==> src/rtl/intc_pkg.sv <==
// Shared definitions for the interrupt controller: state encoding, config
// register map, default sizing and a lowest-set-bit helper.
package intc_pkg;

    localparam int INTC_NUM_IRQ = 5;
    localparam int INTC_ID_W    = 3;

    localparam logic [1:0] ST_IDLE    = 2'd0;
    localparam logic [1:0] ST_REQ     = 2'd1;
    localparam logic [1:0] ST_SERVICE = 2'd2;

    localparam logic [1:0] ADDR_MASK    = 2'd0;
    localparam logic [1:0] ADDR_MODE    = 2'd1;
    localparam logic [1:0] ADDR_PENDING = 2'd2;
    localparam logic [1:0] ADDR_STATUS  = 2'd3;

    // Index of the lowest set bit; 8 when the vector is empty.
    function automatic logic [3:0] first_set(input logic [7:0] v);
        first_set = 4'd8;
        for (int i = 7; i >= 0; i--)
            if (v[i]) first_set = 4'(i);
    endfunction

endpackage

==> src/rtl/intc_if.sv <==
// Core-facing port of the interrupt controller: req/ack/eret handshake plus
// the CP0/MMIO config bus. slave = controller side, master = core side.
interface intc_if #(parameter int ID_W = intc_pkg::INTC_ID_W);

    logic            o_int_req;
    logic [ID_W-1:0] o_int_id;
    logic            i_int_ack;
    logic            i_int_eret;
    logic            i_cfg_we;
    logic [1:0]      i_cfg_addr;
    logic [31:0]     i_cfg_wdata;
    logic [31:0]     o_cfg_rdata;

    modport slave (
        output o_int_req, o_int_id, o_cfg_rdata,
        input  i_int_ack, i_int_eret, i_cfg_we, i_cfg_addr, i_cfg_wdata
    );

    modport master (
        input  o_int_req, o_int_id, o_cfg_rdata,
        output i_int_ack, i_int_eret, i_cfg_we, i_cfg_addr, i_cfg_wdata
    );

endinterface

==> src/rtl/intc_line_sync.sv <==
// One interrupt line: SYNC_STAGES-deep synchroniser followed by a
// previous-value flop, giving the synchronised level and a rise pulse.
module intc_line_sync #(
    parameter int SYNC_STAGES = 2
) (
    input  logic clk,
    input  logic reset,
    input  logic line,
    output logic level,
    output logic rise
);

    logic [SYNC_STAGES-1:0] sync_pipe;
    logic                   prev_q;

    always_ff @(posedge clk) begin
        if (reset) begin
            sync_pipe <= '0;
            prev_q    <= 1'b0;
        end else begin
            sync_pipe <= {sync_pipe[SYNC_STAGES-2:0], line};
            prev_q    <= sync_pipe[SYNC_STAGES-1];
        end
    end

    assign level = sync_pipe[SYNC_STAGES-1];
    assign rise  = level & ~prev_q;

endmodule

==> src/rtl/interrupt_controller.sv <==
// Fixed-priority interrupt controller between the board interrupt pins and
// core0. Optional nesting is enabled by defining NESTED_INT_EN.
module interrupt_controller
    import intc_pkg::*;
#(
    parameter int NUM_IRQ     = INTC_NUM_IRQ,
    parameter int SYNC_STAGES = 2,
    parameter int ID_W        = INTC_ID_W
) (
    input  logic               clk,
    input  logic               reset,
    input  logic [NUM_IRQ-1:0] i_interruption,
    intc_if.slave              bus
);

    logic [NUM_IRQ-1:0] lvl, rise;
    logic [NUM_IRQ-1:0] mask_q, mode_q, pend_q, pend_d, insvc_q;
    logic [NUM_IRQ-1:0] elig, w1c, ack_sel, ack_clr;
    logic [1:0]         state_q;
    logic               req_q;
    logic [ID_W-1:0]    id_q, win_id, status_id;
    logic [3:0]         win_idx;
    logic               any_elig, ack_fire, eret_fire;
    logic [7:0]         isv8;

    for (genvar g = 0; g < NUM_IRQ; g++) begin : g_line
        intc_line_sync #(.SYNC_STAGES(SYNC_STAGES)) u_sync (
            .clk   (clk),
            .reset (reset),
            .line  (i_interruption[g]),
            .level (lvl[g]),
            .rise  (rise[g])
        );
    end

    assign elig      = pend_q & mask_q;
    assign any_elig  = |elig;
    assign win_idx   = first_set(8'(elig));
    assign win_id    = win_idx[ID_W-1:0];
    assign ack_fire  = bus.i_int_ack  && (state_q == ST_REQ);
    assign eret_fire = bus.i_int_eret && (state_q == ST_SERVICE);
    assign ack_sel   = NUM_IRQ'(1) << id_q;
    assign ack_clr   = ack_fire ? ack_sel : '0;
    assign w1c       = (bus.i_cfg_we && bus.i_cfg_addr == ADDR_PENDING)
                       ? bus.i_cfg_wdata[NUM_IRQ-1:0] : '0;

    // Edge bits are sticky and a fresh rise wins over any clear; level bits
    // simply follow the synchronised line.
    assign pend_d = (mode_q & ((pend_q & ~w1c & ~ack_clr) | rise))
                  | (~mode_q & lvl);

`ifdef NESTED_INT_EN
    logic [NUM_IRQ-1:0] insvc_lsb;
    logic               nest_ok;
    logic [3:0]         svc_idx;
    assign insvc_lsb = insvc_q & (~insvc_q + NUM_IRQ'(1));
    assign nest_ok   = |(elig & (insvc_lsb - NUM_IRQ'(1)));
    assign svc_idx   = first_set(8'(insvc_q));
    assign status_id = (|insvc_q) ? svc_idx[ID_W-1:0] : '0;
`else
    assign status_id = id_q;
`endif

    always_ff @(posedge clk) begin
        if (reset) begin
            state_q <= ST_IDLE;
            req_q   <= 1'b0;
            id_q    <= '0;
            insvc_q <= '0;
            mask_q  <= '0;
            mode_q  <= '1;
            pend_q  <= '0;
        end else begin
            pend_q <= pend_d;
            if (bus.i_cfg_we && bus.i_cfg_addr == ADDR_MASK)
                mask_q <= bus.i_cfg_wdata[NUM_IRQ-1:0];
            if (bus.i_cfg_we && bus.i_cfg_addr == ADDR_MODE)
                mode_q <= bus.i_cfg_wdata[NUM_IRQ-1:0];

            case (state_q)
                ST_IDLE: begin
                    if (any_elig) begin
                        id_q    <= win_id;
                        req_q   <= 1'b1;
                        state_q <= ST_REQ;
                    end
                end
                ST_REQ: begin
                    if (ack_fire) begin
                        req_q   <= 1'b0;
                        insvc_q <= insvc_q | ack_sel;
                        state_q <= ST_SERVICE;
                    end
                end
                ST_SERVICE: begin
                    if (eret_fire) begin
`ifdef NESTED_INT_EN
                        insvc_q <= insvc_q & ~insvc_lsb;
                        state_q <= |(insvc_q & ~insvc_lsb) ? ST_SERVICE : ST_IDLE;
`else
                        insvc_q <= '0;
                        state_q <= ST_IDLE;
`endif
                    end
`ifdef NESTED_INT_EN
                    else if (nest_ok) begin
                        id_q    <= win_id;
                        req_q   <= 1'b1;
                        state_q <= ST_REQ;
                    end
`endif
                end
                default: state_q <= ST_IDLE;
            endcase
        end
    end

    assign isv8 = 8'(insvc_q);

    always_comb begin
        bus.o_cfg_rdata = '0;
        case (bus.i_cfg_addr)
            ADDR_MASK:    bus.o_cfg_rdata[NUM_IRQ-1:0] = mask_q;
            ADDR_MODE:    bus.o_cfg_rdata[NUM_IRQ-1:0] = mode_q;
            ADDR_PENDING: bus.o_cfg_rdata[NUM_IRQ-1:0] = pend_q;
            default: begin
                bus.o_cfg_rdata[1:0]  = state_q;
                bus.o_cfg_rdata[8:2]  = isv8[6:0];
                bus.o_cfg_rdata[15:9] = 7'(status_id);
            end
        endcase
    end

    assign bus.o_int_req = req_q;
    assign bus.o_int_id  = id_q;

    logic unused_bits;
`ifdef NESTED_INT_EN
    assign unused_bits = ^{bus.i_cfg_wdata, win_idx, isv8, svc_idx};
`else
    assign unused_bits = ^{bus.i_cfg_wdata, win_idx, isv8};
`endif

endmodule

==> src/flat_wrapper.sv <==
// flat-port wrapper written by rule: the top's interface ports become plain ports
module interrupt_controller_flat import intc_pkg::*;
#(
    parameter int NUM_IRQ     = INTC_NUM_IRQ,
    parameter int SYNC_STAGES = 2,
    parameter int ID_W        = INTC_ID_W
)
  (clk, reset, i_interruption, bus_o_int_req, bus_o_int_id, bus_o_cfg_rdata, bus_i_int_ack, bus_i_int_eret, bus_i_cfg_we, bus_i_cfg_addr, bus_i_cfg_wdata);
  intc_if #(.ID_W(ID_W)) bus_i ();
  input  logic clk;
  input  logic reset;
  input  logic [NUM_IRQ-1:0] i_interruption;
  output wire logic [$bits(bus_i.o_int_req)-1:0] bus_o_int_req;
  output wire logic [$bits(bus_i.o_int_id)-1:0] bus_o_int_id;
  output wire logic [$bits(bus_i.o_cfg_rdata)-1:0] bus_o_cfg_rdata;
  input wire logic [$bits(bus_i.i_int_ack)-1:0] bus_i_int_ack;
  input wire logic [$bits(bus_i.i_int_eret)-1:0] bus_i_int_eret;
  input wire logic [$bits(bus_i.i_cfg_we)-1:0] bus_i_cfg_we;
  input wire logic [$bits(bus_i.i_cfg_addr)-1:0] bus_i_cfg_addr;
  input wire logic [$bits(bus_i.i_cfg_wdata)-1:0] bus_i_cfg_wdata;
  assign bus_o_int_req = bus_i.o_int_req;
  assign bus_o_int_id = bus_i.o_int_id;
  assign bus_o_cfg_rdata = bus_i.o_cfg_rdata;
  assign bus_i.i_int_ack = bus_i_int_ack;
  assign bus_i.i_int_eret = bus_i_int_eret;
  assign bus_i.i_cfg_we = bus_i_cfg_we;
  assign bus_i.i_cfg_addr = bus_i_cfg_addr;
  assign bus_i.i_cfg_wdata = bus_i_cfg_wdata;
  interrupt_controller #(.NUM_IRQ(NUM_IRQ), .SYNC_STAGES(SYNC_STAGES), .ID_W(ID_W)) u_core (.clk(clk), .reset(reset), .i_interruption(i_interruption), .bus(bus_i));
endmodule
==> config.mk <==
export PLATFORM = sky130hd
export DESIGN_NAME = interrupt_controller_flat
export DESIGN_NICKNAME = d
export VERILOG_FILES = /design/src/rtl/intc_pkg.sv /design/src/rtl/intc_if.sv /design/src/rtl/intc_line_sync.sv /design/src/rtl/interrupt_controller.sv /design/src/flat_wrapper.sv
export SDC_FILE = /design/constraint.sdc
export NUM_CORES = 1
export LEC_CHECK = 0
export CAP_MARGIN = 20
export CORE_UTILIZATION = 35
export CTS_CLUSTER_DIAMETER = 150
export DETAILED_ROUTE_END_ITERATION = 7
export HOLD_SLACK_MARGIN = 0.02
export PLACE_DENSITY = 0.67
export SLEW_MARGIN = 30
export SYNTH_ARGS = -nofsm -noshare
export SYNTH_HDL_FRONTEND = slang
export SYNTH_HIERARCHICAL = 1
export SYNTH_SLANG_ARGS = --single-unit
export TNS_END_PERCENT = 50
==> constraint.sdc <==
create_clock -name clk -period 3.88 [get_ports clk]
set_clock_uncertainty 0.2 [all_clocks]
set_input_delay 0.776 -clock clk [delete_from_list [all_inputs] [get_ports clk]]
set_output_delay 0.776 -clock clk [all_outputs]
set_load 0.02 [all_outputs]
==> summary.md <==
| Metric | Value |
|---|---|
| Clock Path Buffers | 2 |
| Static Leak | 0.000900 uW |
| Synth async-reset ratio | 0% |
| Slew headroom | 66.7% |
| Setup tns final | 0 ps |
| Crit-path max FO | 13 |
| Vias post-DR | 1458 |
| Max cap viols | 0 |
| Die ar. | 5870 sq um |
| Achievable Freq | 280 MHz |
| Post-CTS Setup Bufs | 0 |
| Arr. time, crit path | 2590 ps |
| Largest net degree at the start of global routing | 19 |
| Gpl congestion | 0.783 |
| Critical path data required time | 2900 ps |
| Antenna Nets Post-Route | 0 |
| Status | finished clean |
| Register area | 821 sq um |
| Die height | 76.6 um |
| CP max-delay cell | mux4_2 |
| Count of state elements after synthesis | 41 |
| Worst Setup End Kind | primary output |
| I/O pins | 80 |
| Grt total ovfl | 0 |
| Adder-cell area share of the yosys netlist | 0% |
| Clock slew at reported path FFs | 70 ps |
| Max-slew violations | 0 |
| Gr usage total | 13.4% |
| Final worst-path cycle share | 91.9% |
| Simple-Gate Fraction of Synth Area | 20.7% |
| First-pass GRT wire length | 6160 um |
| Die width | 76.6 um |
| Fillers | 508 |
| Avg Cell Area, Syn | 9.95 sq um |
| Cell taking the most area after synthesis | dfxtp_1 |
| Iteration-0 DRC Markers | 87 |
| Drt wl/cell | 12.6 um |
| Synth Area in XOR/XNOR | 0% |
| Synth top area cells | dfxtp_1, buf_4, mux4_2, nor2b_1, nor2_1 |
| Num CTS Buffers | 5 |
| Worst Hold Class | reg2reg |
| Worst VDD drop | 0.000275 V |
| CP Launch Type | input port |
| Largest family of logic cells by synthesized area | simple AND/OR/NAND/NOR gates |
| Crit path cell chain | clkdlybuf4s50_1 > buf_4 > mux4_2 > clkdlybuf4s50_1 |
| Distinct cell type count of the synthesized netlist | 41 |
| Root Driver | clkbuf_8 |
| Cts repair resizes | 0 |
| P per Cell Area | 374 nW/um^2 |
| Hpwl dp | 2760 um |
| Final hold vios | 0 |
| Mux cell area share after synthesis | 8.34% |
| Post-synthesis sequential area ratio | 42.1% |
| Antenna cells | 0 |
| Fraction of final layout cells sized beyond drive strength 1 | 11.3% |
| IO buf count | 30 |
| CP most frequent cell | clkdlybuf4s50_1 |
| Setup-failing EPs final | 0 |
| Power Total | 875 uW |
| H-tree levels | 2 |
| Synth Area in Compound Gates | 14.9% |
| Largest stage delay, worst path | 560 ps |
| Post-Syn Instances | 196 |
| Post-place setup slack | 340 ps |
| Crit Path Class | in2out |
| # rows | 26 |
| CORE AREA | 5240 sq um |
| Post-route minimum period | 3570 ps |
| Final WS setup | 314 ps |
| Unrepaired setup endpoints after global routing | false |
| Hold buffer count at CTS | 0 |
| Post-Synthesis Cell Area | 1950 sq um |
| Multi-input gate area | 940 sq um |
| TritonRoute pass-1 iters | 4 |
| CTS tree | done |
| Synth cell count leaders | dfxtp_1, buf_4, nor2_1, nor2b_1, inv_1 |
| DRC errors left | 0 |
| Initial antenna violation count | 0 |
| Synth-to-Final Area Change | 20.0% |
| Most frequent cell after synthesis | dfxtp_1 |
| Initial core utilization | 37.2% |
| Final WL | 3790 um |
| Yosys warning total | 6 |
| Clock Sinks | 41 |
| R2R Setup Slk | 2190 ps |
| Dominant register cell in the synthesized netlist | dfxtp_1 |
| Number of synthesized flops with an enable pin | 0 |
| Top-area cell type share of the netlist area | 42.1% |
| Total Nets Final | 273 |
| Vias in the first global route | 1275 |
| Worst skew pair latency | 280 ps |
| Vias per std cell | 4.86 |
| Worst-Margin Slew | 498 ps |
registers in the layout, summed over array words and instances, names as in the netlist, 2 cells and up:
signal,count
u_core/bus.o_int_id,3
u_core/g_line.u_sync/prev_q,5
u_core/g_line.u_sync/sync_pipe,10
u_core/insvc_q,5
u_core/mask_q,5
u_core/mode_q,5
u_core/pend_q,5
u_core/state_q,2
critical path, delay by kind of cell:
| kind | cells | cell delay [ps] |
|---|---|---|
| mux | 1 | 560 |
| buf+inv | 3 | 1250 |
final timing paths:
kind / startpoint / to / cells after the start
setup reg to reg: u_core/state_q[0] / u_core/pend_q[3] / 3
hold / removal: u_core/g_line[2].u_sync/sync_pipe[0] / u_core/g_line[2].u_sync/sync_pipe[1] / 1
setup / recovery: bus_i_cfg_addr[1] / bus_o_cfg_rdata[1] / 4
hold reg to reg: u_core/g_line[2].u_sync/sync_pipe[0] / u_core/g_line[2].u_sync/sync_pipe[1] / 1
layout by cell type, fill, tap and decap left out, types with 2 or more instances in the layout:
cell type        instances
dfxtp_1                 41
clkdlybuf4s50_1         30
conb_1                  22
nor2_1                  17
nor2b_1                 16
inv_1                   14
clkbuf_8                 7
mux4_2                   5
and3_1                   5
nand4b_1                 5
o311ai_0                 5
a311oi_1                 5
mux2i_1                  5
a211o_1                  5
nand2_1                  5
nor2b_2                  5
buf_4                    5
a32o_1                   4
a21oi_1                  3
nand4bb_1                2
a22oi_1                  2
o21ai_0                  2
a211oi_1                 2
logic make-up after synthesis:
family,count (synthesis)
AO/OA/AOI/OAI,36
buffers and inverters,44
flip-flops,41
multiplexers,10
other,1
AND/OR/NAND/NOR,64
stage by stage:
| step | utilization, % | area [sq um] | hold WS (ps) | std cells |
|---|---|---|---|---|
| 6_report | 44.7 | 2340 | 237 | 300 |
| 5_1_grt | 44.7 | 2340 | 250 | 300 |
| 4_1_cts | 44.7 | 2340 | 241 | 300 |
| 3_5_place_dp | 42.7 | 2240 | 223 | 292 |
| 3_3_place_gp | 42.7 | 2240 | 216 | 292 |
| 2_1_floorplan | - | 2030 | 214 | 217 |
layer usage:
metal | track usage, % | up-vias | wire (um)
met5 | 0 | - | 0
met4 | 4.42 | 0 | 14
met3 | 2.99 | 2 | 181
met2 | 21.0 | 51 | 1760
met1 | 18.0 | 684 | 1830
li1 | - | 721 | -
report_power, final:
part / leakage (uW) / total (uW) / internal [uW] / switching [uW]
Combinational: 0.000510 / 124 / 56.9 / 67.2
Clock: 0.0000542 / 298 / 161 / 137
Sequential: 0.000335 / 453 / 438 / 14.6
Total: 0.000900 / 875 / 656 / 219
area by class of cell:
class / instances / share of cell area [%]
Clock inverter: 1 / 0.214
Clock buffer: 7 / 4.12
Sequential cell: 41 / 35.1
Inverter: 14 / 2.25
Tap cell: 70 / 3.74
Timing Repair Buffer: 35 / 14.4
Multi-Input combinational cell: 132 / 40.2
Power figures use the tool's default switching activity.
==> variant 1, RTL diff (config.mk and constraints unchanged) <==
Build with the macro `NESTED_INT_EN` defined.
--- a/src/rtl/interrupt_controller.sv
+++ b/src/rtl/interrupt_controller.sv
@@ -1,4 +1,6 @@
 // Fixed-priority interrupt controller between the board interrupt pins and
 // core0. Optional nesting is enabled by defining NESTED_INT_EN.
+`define NESTED_INT_EN
+
 module interrupt_controller
     import intc_pkg::*;
Check against the original RTL: not equivalent (a bounded check fails within 10 cycles, from zero or initial values and one cycle with reset high).
==> variant 1 against the unedited design <==
Total power increased by 6.2%; synthesized cell count grew 12%; synthesized area is 6.5% higher; clock power rose by 20%; wire length up 13%; setup slack gained 48 ps; final area is 6.1% higher; first-iteration DRC count fell by 18%; sequential cell count unchanged; hold slack improved by 5.3 ps; sequential share of layout area is 2.0 points lower; critical path type unchanged; critical endpoint is now bus_o_cfg_rdata[4]; largest power group unchanged.
==> variant 1: results (changes against the unedited design) <==
Peak VDD IR -> 205.9 uV (-25%)
worst-skew pair later-pin latency -> 300 ps (+20 ps)
relative slew slack -> 63.54% (-3.2 points)
compound-cell area share of the yosys netlist -> 16.02% (+1.1 points)
first-pass GRT wire length -> 7024 um (+14%)
layout cell share with drive strength beyond 1 -> 11.95% (+0.65 points)
met3 usage -> 2.529% (-0.47 points)
met2 wire len -> 1986 um (+13%)
Critical Path Sink -> bus_o_cfg_rdata[4]
status -> finished clean
crit path DAT -> 2540 ps (-50 ps)
slowest cell delay on critical path -> 560 ps (about the same)
post-synthesis mux area share -> 9.699% (+1.4 points)
GRT met1 Usage -> 19.34% (+1.3 points)
Synth Area in XOR/XNOR -> 0% (unchanged)
met3 WL -> 195 um (+7.7%)
P_leak -> 0.9431 nW (+4.8%)
Commonest cells post-synth -> 41 x dfxtp_1, 22 x buf_4, 20 x nor2_1
Routability Congestion -> 0.8172 (+4.3%)
Post-DP Area -> 2362 um2 (+5.5%)
Port Buf Inserts -> 30 (unchanged)
Starting DRT DRC Count -> 71 (-18%)
final WL -> 4273 um (+13%)
largest net degree at the start of global routing -> 45 (+26)
worst r2r src -> u_core/insvc_q[2]
comb pwr -> 0.119 mW (-4%)
setup bufs post-CTS -> 0 (unchanged)
crit-path max FO -> 11 (-2)
flop2flop setup slack -> 1850 ps (-340 ps)
PwrDens -> 374.2 nW/um2 (about the same)
Synth Area in Adders -> 0.4819% (+0.48 points)
Reg2Reg Depth -> 4 (+1)
sequential share of the synthesized area -> 39.52% (-2.6 points)
gr usage total -> 14.89% (+1.5 points)
Crit-path slowest cell -> mux4_1
Detail Placement HPWL -> 3088 um (+12%)
Synth warnings -> 6 (unchanged)
Min Hold Slack -> 242.3 ps (+5.349 ps)
wl on met1 -> 1998 um (+9.2%)
final net count -> 294 (+7.7%)
hold path endpoint -> u_core/g_line[1].u_sync/sync_pipe[1]
vias in the first global route -> 1443 (+13%)
Vias/cell -> 5.006 (+3.0%)
Area contributors post-synth -> dfxtp_1 40%, buf_4 8.0%, nor2b_1 5.1%
hold_sp -> u_core/g_line[1].u_sync/sync_pipe[0]
Yosys cell types -> 46 (+12%)
Clock Power -> 0.359 mW (+20%)
NetSw -> 0.2282 mW (+4.3%)
met2 GRT Util -> 23.62% (+2.6 points)
Critical R2R Capture -> u_core/bus.o_int_id[1]
max reg flops -> 10 (unchanged)
-- variant 1: cell types whose count changed in the layout (fill, tap and decap cells not counted), moves of 4 or more --
| cell | delta |
|---|---|
| inv_1 | -5 |
| a32o_1 | -4 |
| nor3_1 | +4 |
| and3_1 | -4 |
| a21oi_1 | +9 |
| nand2_1 | +6 |
| a311oi_1 | -5 |
| nand3b_1 | +5 |
| o311ai_0 | -5 |
| nand4b_1 | -4 |
-- variant 1: stage by stage --
stage                     cells  utilization (%)  worst slack [ps]
after floorplan             240                -              1040
after global placement      315            42.12             355.4
after detailed placement    315            42.12             355.3
after CTS                   323            44.27             355.0
after global routing        323            44.27             276.7
final                       323            44.27             361.5
-- variant 1: layout make-up --
type,instances,area (um2)
Sequential cell,41,820.8
Multi-Input combinational cell,161,1102
Tap cell,72,90.09
Clock buffer,6,82.58
Inverter,9,33.78
Fill cell,571,3126
Clock inverter,2,37.54
Timing Repair Buffer,32,315.3
==> variant 2, RTL diff (same flow settings) <==
Made on the original files. Reset style: asynchronous (`reset`), changed in 2 clocked blocks.
--- a/src/rtl/intc_line_sync.sv
+++ b/src/rtl/intc_line_sync.sv
@@ -14,5 +14,5 @@
     logic                   prev_q;
 
-    always_ff @(posedge clk) begin
+    always_ff @(posedge clk or posedge reset) begin
         if (reset) begin
             sync_pipe <= '0;
--- a/src/rtl/interrupt_controller.sv
+++ b/src/rtl/interrupt_controller.sv
@@ -62,5 +62,5 @@
 `endif
 
-    always_ff @(posedge clk) begin
+    always_ff @(posedge clk or posedge reset) begin
         if (reset) begin
             state_q <= ST_IDLE;
Check against the original RTL: differs if reset is asserted again (counterexample within 4 cycles, from zero or initial values and one cycle with reset high); with reset held inactive, the same outputs for 4 cycles.
==> variant 2 against the unedited design <==
Synthesized area increased by 2.6%; critical path depth did not move; setup slack got worse by 4.3 ps; utilization down 1.6 points; critical path type unchanged; cell count fell by 10%; sequential cell count unchanged; maximum frequency is 0.12% lower; final area rose by 1.3%; sequential share of layout area is 8.5 points higher; wire length is 2.4% lower.
Power is not compared: it rests on default switching activity, and its combinational part moved more than twofold at a synthesized area within 25%.
==> variant 2: results (changes against the unedited design) <==
status -> finished clean
TritonRoute pass-1 iters -> 4 (unchanged)
CTS Buf Count -> 5 (unchanged)
Largest Register -> u_core/g_line.u_sync/sync_pipe
worst hold stages -> 0 (-1)
Routability Congestion -> 0.7787 (-0.59%)
Reg2Reg Depth -> 3 (unchanged)
Post-DP Area -> 2290 um2 (+2.3%)
final net count -> 241 (-12%)
Post-synth ARST share -> 100.0% (+100 points)
crit path DAT -> 2590 ps (about the same)
final WL -> 3699 um (-2.4%)
Fillers -> 529 (+4.1%)
worst r2r src -> u_core/state_q[1]
CTS resizes -> 0 (unchanged)
largest net degree at the start of global routing -> 27 (+8)
Area contributors post-synth -> dfrtp_1 45%, buf_4 8.6%, dfstp_2 6.6%
via count -> 1269 (-13%)
gr usage total -> 13.04% (-0.32 points)
vias in the first global route -> 1168 (-8.4%)
hold path endpoint -> u_core/g_line[1].u_sync/sync_pipe[1]
Commonest cells post-synth -> 36 x dfrtp_1, 23 x buf_4, 10 x inv_1, 10 x mux2_2, 9 x nand2_1
Critical R2R Capture -> u_core/pend_q[2]
Final Hold Viols -> 0 (unchanged)
hold_sp -> u_core/g_line[1].u_sync/sync_pipe[0]
root buffer cell -> clkbuf_8
sequential share of the synthesized area -> 51.63% (+9.5 points)
Reg clk slew, reported paths -> 70 ps (about the same)
initial antenna violation count -> 0 (unchanged)
flop2flop setup slack -> 2220 ps (+30 ps)
crit-path max FO -> 10 (-3)
Peak VDD IR -> 217.9 uV
relative slew slack -> 62.96% (-3.7 points)
P_leak -> 1.031 nW
Min Hold Slack -> 150.9 ps (-86.02 ps)
clk buf depth -> 2 (unchanged)
Yosys cell types -> 36 (-12%)
setup bufs post-CTS -> 0 (unchanged)
antenna cells -> 0 (unchanged)
worst-skew pair later-pin latency -> 290 ps
H-tree depth -> 2 (unchanged)
first-pass GRT wire length -> 5906 um (-4.1%)
Setup CP Type -> input pin to primary output
Detail Placement HPWL -> 2796 um (+1.4%)
Starting DRT DRC Count -> 76 (-13%)
Setup TNS Final -> 0 ps (unchanged)
Port Buf Inserts -> 30 (unchanged)
layout cell share with drive strength beyond 1 -> 17.17% (+5.9 points)
[variant 2: changes by cell type in the layout (fill, tap and decap cells not counted), moves of 10 or more]
cell and change:
mux2_2 +10, dfrtp_1 +36, nor2b_1 -16, nor2_1 -12, dfxtp_1 -41
[variant 2: metrics by stage]
step / worst slack [ps] / utilization, % / instances
floorplan: 1420 / - / 184
detailed placement: 283.8 / 41.58 / 262
finish: 309.5 / 43.04 / 270
global placement: 296.6 / 41.58 / 262
global route: 227.7 / 43.04 / 270
CTS: 284.1 / 43.04 / 270
[variant 2: how the worst max path moves through the flow]
stage	cells past startpoint	slack (ps)	end
after floorplan	2	1420	bus_o_cfg_rdata[2]
after global placement	4	300	bus_o_cfg_rdata[2]
after detailed placement	4	280	bus_o_cfg_rdata[2]
after CTS	4	280	bus_o_cfg_rdata[2]
after global routing	4	230	bus_o_cfg_rdata[2]
final	4	310	bus_o_cfg_rdata[2]
[variant 2: cell families (layout without fill, tap and decap cells)]
group,after synthesis,in the layout,synth area share (%)
other,1,22,0.1876
flip-flops,41,41,51.63
AND/OR/NAND/NOR,43,43,15.21
multiplexers,19,19,13.27
buffers and inverters,36,50,11.58
AO/OA/AOI/OAI,23,23,8.135
[variant 2: worst max-delay path, cell delays in order]
cell	delay [ps]
clkdlybuf4s50_1	680
buf_4	250
mux4_2	320
clkdlybuf4s50_1	550
[variant 2: metal layers]
layer	GRT usage, %	vias up	part of all wire, %
li1	-	601	-
met2	22.21	33	50
met4	5.094	0	1.6
met3	3.647	6	3.7
met5	0	-	0
met1	15.50	629	45
[variant 2: where the power goes]
| group | switching [mW] | internal [mW] | leakage, nW |
|---|---|---|---|
| sequential | 0.100 | 0.527 | 0.481 |
| clock | 0.137 | 0.128 | 0.0395 |
| combinational | 0.203 | 0.214 | 0.510 |
[variant 2: area by class of cell]
type | count | share of cell area (%)
Clock buffer | 8 | 3.379
Inverter | 10 | 1.584
Multi-Input combinational cell | 107 | 34.37
Sequential cell | 41 | 43.56
Tap cell | 72 | 3.801
Timing Repair Buffer | 32 | 13.31
